--- src/rtl/sweep_pkg.sv ---
// Shared widths and FSM state encoding for the frequency-sweep sequencer.
package sweep_pkg;

  localparam int KW_W  = 32;
  localparam int VPP_W = 12;

  typedef enum logic [2:0] {
    IDLE       = 3'd0,
    LOAD       = 3'd1,
    SETTLE     = 3'd2,
    MEAS       = 3'd3,
    WAIT_FOUND = 3'd4,
    PUSH       = 3'd5,
    NEXT       = 3'd6,
    DONE       = 3'd7
  } state_e;

endpackage

--- src/rtl/vpp_found_sync.sv ---
// Two-flop synchronizer for the asynchronous vpp_found flag plus a rising-edge detector.
// The edge pulse is valid two clocks after the input rises and is acted upon at the third edge.
module vpp_found_sync (
  input  logic clk,
  input  logic rst_n,
  input  logic async_i,
  output logic rise_o
);

  // [0] and [1] form the synchronizer; [2] is the previous synchronized value.
  logic [2:0] sync_q;

  // NOTE: sequential state uses non-blocking assignments so every flop samples pre-edge values.
  always_ff @(posedge clk) begin
    if (!rst_n) sync_q <= '0;
    else        sync_q <= {sync_q[1:0], async_i};
  end

  assign rise_o = sync_q[1] & ~sync_q[2];

endmodule

--- src/rtl/sweep_sequencer.sv ---
// Frequency-sweep sequencer: steps a DDS word across n_points, waits for a Vpp measurement at
// each point and streams (idx, vpp) results to the CPU. Define SWEEP_TIMEOUT_EN to add a
// WAIT_FOUND timeout that pushes a zero result and sets the sticky timeout_err flag.
module sweep_sequencer
  import sweep_pkg::*;
#(
  parameter int PTS_W       = 10,
  parameter int SETTLE_CYC  = 1000,
  parameter int TIMEOUT_CYC = 2000000
) (
  input  logic                clk,
  input  logic                rst_n,
  input  logic                start,
  input  logic                abort,
  input  logic [KW_W-1:0]     kw_start,
  input  logic [KW_W-1:0]     kw_step,
  input  logic [KW_W-1:0]     kw_offset,
  input  logic [PTS_W-1:0]    n_points,
  output logic [KW_W-1:0]     kw_out,
  output logic [KW_W-1:0]     samp_kw_out,
  output logic                meas_restart,
  input  logic [VPP_W-1:0]    vpp_in,
  input  logic                vpp_found,
  output logic                res_valid,
  input  logic                res_ready,
  output logic [VPP_W-1:0]    res_vpp,
  output logic [PTS_W-1:0]    res_idx,
  output logic                busy,
  output logic                done,
  output logic                timeout_err
);

`ifdef SWEEP_TIMEOUT_EN
  localparam logic TIMEOUT_EN = 1'b1;
`else
  localparam logic TIMEOUT_EN = 1'b0;
`endif

  // Terminal counts; a zero-length setting behaves like a single cycle.
  localparam logic [31:0] SETTLE_LAST  = (SETTLE_CYC  > 0) ? 32'(SETTLE_CYC - 1)  : 32'd0;
  localparam logic [31:0] TIMEOUT_LAST = (TIMEOUT_CYC > 0) ? 32'(TIMEOUT_CYC - 1) : 32'd0;

  state_e             state_q, state_d;
  logic [31:0]        cnt_q, cnt_d;
  logic [PTS_W-1:0]   idx_q, idx_d;
  logic [PTS_W-1:0]   npts_q, npts_d;
  logic [KW_W-1:0]    step_q, step_d;
  logic [KW_W-1:0]    off_q, off_d;
  logic [KW_W-1:0]    kw_q, kw_d;
  logic [KW_W-1:0]    samp_q, samp_d;
  logic [VPP_W-1:0]   vpp_q, vpp_d;
  logic               terr_q, terr_d;
  logic               found_rise;

  vpp_found_sync u_found_sync (
    .clk     (clk),
    .rst_n   (rst_n),
    .async_i (vpp_found),
    .rise_o  (found_rise)
  );

  always_comb begin
    // NOTE: every combinational output gets a default first, so no path can infer a latch.
    state_d = state_q;
    cnt_d   = '0;
    idx_d   = idx_q;
    npts_d  = npts_q;
    step_d  = step_q;
    off_d   = off_q;
    kw_d    = kw_q;
    vpp_d   = vpp_q;
    terr_d  = terr_q;

    unique case (state_q)
      IDLE: if (start) state_d = LOAD;
      LOAD: begin
        npts_d  = n_points;
        step_d  = kw_step;
        off_d   = kw_offset;
        kw_d    = kw_start;
        idx_d   = '0;
        terr_d  = 1'b0;
        state_d = (n_points == '0) ? DONE : SETTLE;
      end
      SETTLE: begin
        if (cnt_q >= SETTLE_LAST) state_d = MEAS;
        else                      cnt_d   = cnt_q + 32'd1;
      end
      MEAS: state_d = WAIT_FOUND;
      WAIT_FOUND: begin
        // Edges arriving in any other state fall through here unobserved and are lost.
        if (found_rise) begin
          vpp_d   = vpp_in;
          state_d = PUSH;
        end else if (TIMEOUT_EN && cnt_q >= TIMEOUT_LAST) begin
          vpp_d   = '0;
          terr_d  = 1'b1;
          state_d = PUSH;
        end else begin
          cnt_d   = cnt_q + 32'd1;
        end
      end
      PUSH: if (res_ready) state_d = NEXT;
      NEXT: begin
        if (idx_q == npts_q - PTS_W'(1)) begin
          state_d = DONE;
        end else begin
          idx_d   = idx_q + PTS_W'(1);
          kw_d    = kw_q + step_q;
          state_d = SETTLE;
        end
      end
      DONE:    state_d = IDLE;
      default: state_d = IDLE;
    endcase

    // Abort beats every transition, including a simultaneous start.
    if (abort) state_d = IDLE;
  end

  // The sample-clock word tracks the next sweep word so both DDS words change on the same edge.
  assign samp_d = kw_d + off_d;

  // NOTE: synchronous reset clears every flop here; there is no memory array that would need to stay unreset.
  always_ff @(posedge clk) begin
    if (!rst_n) begin
      state_q <= IDLE;
      cnt_q   <= '0;
      idx_q   <= '0;
      npts_q  <= '0;
      step_q  <= '0;
      off_q   <= '0;
      kw_q    <= '0;
      samp_q  <= '0;
      vpp_q   <= '0;
      terr_q  <= 1'b0;
    end else begin
      state_q <= state_d;
      cnt_q   <= cnt_d;
      idx_q   <= idx_d;
      npts_q  <= npts_d;
      step_q  <= step_d;
      off_q   <= off_d;
      kw_q    <= kw_d;
      samp_q  <= samp_d;
      vpp_q   <= vpp_d;
      terr_q  <= terr_d;
    end
  end

  assign kw_out       = kw_q;
  assign samp_kw_out  = samp_q;
  assign res_vpp      = vpp_q;
  assign res_idx      = idx_q;
  assign timeout_err  = terr_q;
  assign busy         = (state_q != IDLE);
  assign done         = (state_q == DONE);
  assign meas_restart = (state_q == MEAS);
  assign res_valid    = (state_q == PUSH);

endmodule

--- config.mk ---
export PLATFORM = sky130hd
export DESIGN_NAME = sweep_sequencer
export DESIGN_NICKNAME = d
export VERILOG_FILES = /design/src/rtl/sweep_pkg.sv /design/src/rtl/vpp_found_sync.sv /design/src/rtl/sweep_sequencer.sv
export SDC_FILE = /design/constraint.sdc
export NUM_CORES = 1
export LEC_CHECK = 0
export CELL_PAD_IN_SITES_DETAIL_PLACEMENT = 1
export CELL_PAD_IN_SITES_GLOBAL_PLACEMENT = 2
export CORE_UTILIZATION = 37
export DETAILED_ROUTE_END_ITERATION = 16
export DONT_BUFFER_PORTS = 1
export MAX_ROUTING_LAYER = met4
export PLACE_DENSITY_LB_ADDON = 0.1
export SYNTH_ARGS = -nofsm -noshare
export SYNTH_HDL_FRONTEND = slang
export SYNTH_HIERARCHICAL = 1
export SYNTH_SLANG_ARGS = --single-unit
--- constraint.sdc ---
create_clock -name clk -period 5.88 [get_ports clk]
set_input_delay 0.882 -clock clk [delete_from_list [all_inputs] [get_ports clk]]
set_output_delay 0.882 -clock clk [all_outputs]
set_load 0.01 [all_outputs]
==> results.cfg <==
[finish]
fin_nets = 1568
final_cells = 1772
n_fill_cell = 3550
area_growth_syn_to_layout_pct = 8.58
final_util = 0.411
final_area_um2 = 11900
drive_gt1_frac = 0.0469

[timing]
hold_viol_final = 0
postLayoutSetupSlackWorst_ps = 472
setup_tns_ps = 0
tightest_slew_ps = 764
period_share = 0.920
period_minus_slack_ps = 5410
fmaxAchievable_mhz = 185
rsz0062_at_grt = no
drv_slew = 0
slew_headroom = 0.486
setup_viol = 0
whs_ps = 460
finalClockSkew_ps = 9.81

[synthesis]
synth_top_family_by_area = simple AND/OR/NAND/NOR gates
ys_ff_latch = 198
synth-simple-area-share = 0.240
synth_xor_area_frac = 0.0751
synth_compound_area_frac = 0.204
yosysWarnings = 6
synth_mux_area_frac = 0.00457
synth_area_leader_cell = dfxtp_1
synth_common_cells = 270 x nand2_1, 198 x dfxtp_1, 153 x a21oi_1
synthAdderAreaFrac = 0.0824
syn_area_um2 = 11000
synth_area_per_cell_um2 = 7.80
synth_edf_count = 0
syn_inst = 1405
yosysSeqAreaShare = 0.362
syn_nets = 1600
synth.area.top_cells = dfxtp_1 36%, nand2_1 9.2%, ha_1 7.9%
yosysMostFrequentCell = nand2_1
synth-main-ff-cell = dfxtp_1
synth_cell_types = 71
synth_top_cell_area_share = 0.362
async_flop_share = 0

[power]
power_mw = 3.08
irDropWorstVdd_v = 0.000219
power_leakage_nw = 4.84
powerDensity_nw_per_um2 = 259

[floorplanning]
die_h_um = 174
ios = 215
start_util = 0.379
die_w_um = 174
die-area_um2 = 30300
coreArea_um2 = 28900
fp-row-count = 62

[placement]
hpwlAfterDp_um = 26600
gp_routability_congestion = 0.864
dpl_cell_area_um2 = 11300
dp_slack_ps = 166
place_inst = 1738
io_buffer_count = 0

[drt]
viasPerCell = 5.49
ant_nets = 0
firstDrtPassIters = 4
drcViolationCount = 0
routed_wl_um = 34800
avgRoutedWirePerCell_um = 19.7
num_vias = 9722
drtIter0Drc = 434

[critical_path]
crit_required_ps = 6190
worstPathMaxFanout = 6
slowest_delay_ps = 510
crit_arrival_ps = 5720
crit_chain = ha_1 > inv_1 > fa_1 > nor2b_1 > o31a_1 > o211ai_1 > a2111oi_2 > o31ai_1 > o21bai_1 > xnor2_1 > o21ai_0 > ha_1 > a211o_1 > or3_1 > nor3_1 > o31ai_1 > a2111oi_1 > or3_1 > a21oi_1
r2r_end = samp_kw_out[29]$_SDFF_PN0_
critPathCaptureType = flip-flop
rr_worst_depth = 19
r2r_start = kw_out[0]$_SDFF_PN0_
regToRegSetupSlack_ps = 470
cp-start-kind = flip-flop
cp_slowest_cell = a2111oi_1
crit_type = reg -> reg

[clocking]
post_cts_buffers = 0
cts_made_buffers = 17
cts_tree = done
clock_latency_ps = 460
root_buffer = clkbuf_16
htree_levels = 4
clock_path_buffers = 2
cts_sinks = 198
cts.clk_slew.worst_paths_ps = 80

[global_routing]
grt-ovfl-total = 0
grt_usage = 0.238
grt_pass1_wl_um = 54600
grt_pass1_vias = 9999
grt_max_degree = 69
antenna_found_initial = 2

[flow_run]
maxCapViolCount = 0

[status]
status = finished clean

[worst_hold_path]
min_to = u_found_sync/sync_q[1]$_SDFF_PN0_
min_path_type = reg -> reg
worstHoldPathCells = 1
hold_start = u_found_sync/sync_q[0]$_SDFF_PN0_
sequential cells by signal, indices dropped and copies added, names as in the netlist, 10 cells and up:
signal,cells
kw_out,32
samp_kw_out,32
npts_q,10
off_q,32
step_q,32
cnt_q,32
res_vpp,12
res_idx,10
cells in the final DEF, fill, tap and decap left out, types with 27 or more instances in the layout:
cell type | netlist | layout
and2_1 | 30 | 30
o21ai_0 | 51 | 51
nand3_1 | 39 | 39
nor3_1 | 36 | 36
xor2_1 | 48 | 48
nand2_1 | 270 | 269
a21oi_1 | 153 | 153
xnor2_1 | 46 | 46
nor2_1 | 131 | 131
a21o_1 | 28 | 28
dfxtp_1 | 198 | 198
inv_1 | 27 | 27
ha_1 | 69 | 69
worst max-delay path by stage:
stage                            from                          to  cells after the start
4_1_cts          kw_out[0]$_SDFF_PN0_  samp_kw_out[29]$_SDFF_PN0_                     19
5_1_grt        npts_q[0]$_SDFFE_PN0P_  samp_kw_out[30]$_SDFF_PN0_                     22
3_3_place_gp     kw_out[0]$_SDFF_PN0_  samp_kw_out[29]$_SDFF_PN0_                     19
6_report         kw_out[0]$_SDFF_PN0_  samp_kw_out[29]$_SDFF_PN0_                     19
3_5_place_dp     kw_out[0]$_SDFF_PN0_  samp_kw_out[29]$_SDFF_PN0_                     19
2_1_floorplan  npts_q[0]$_SDFFE_PN0P_  samp_kw_out[24]$_SDFF_PN0_                     21
per-layer routing:
layer,up-vias,GRT usage,wire length [um]
li1,4849,-,-
met1,4642,0.272,14800
met2,196,0.404,17200
met3,35,0.0632,2040
met4,0,0.0735,731
met5,-,-,0
final cells by class:
type	count	area, um^2	area share
Tap cell	384	480	0.0404
Multi-Input combinational cell	1116	6700	0.563
Clock inverter	15	119	0.00999
Timing Repair Buffer	12	103	0.00862
Clock buffer	17	425	0.0357
Antenna cell	2	5.00	0.000421
Sequential cell	198	3960	0.333
Inverter	28	108	0.00904
cells by family after synthesis:
kind of cell / count (synthesis)
and+or+nand+nor: 589
AOI/OAI and AO/OA: 356
DFF: 198
xor gates and xnor gates: 94
buffers and inverters: 91
adders and majority gates: 71
muxes: 5
other: 1
timing repair:
| action | CTS | global route |
|---|---|---|
| setup endpoints to repair | 0 | 7 |
| resized for setup | 0 | 7 |
| hold buffers | 0 | 0 |
critical path: cells and delay by family, from the launching register on:
family / cells / cell delay (ps)
buffers and inverters: 1 / 70
and+or+nand+nor: 4 / 900
AOI/OAI and AO/OA: 10 / 2740
DFF: 1 / 470
xor gates and xnor gates: 1 / 80
adders and majority gates: 3 / 1010
report_power, final:
part	internal (mW)	switching (mW)	leakage, nW
sequential	1.41	0.0689	1.61
clock	0.551	0.580	0.263
combinational	0.174	0.301	2.97
total	2.13	0.950	4.84
(Power assumes the default switching activity.)
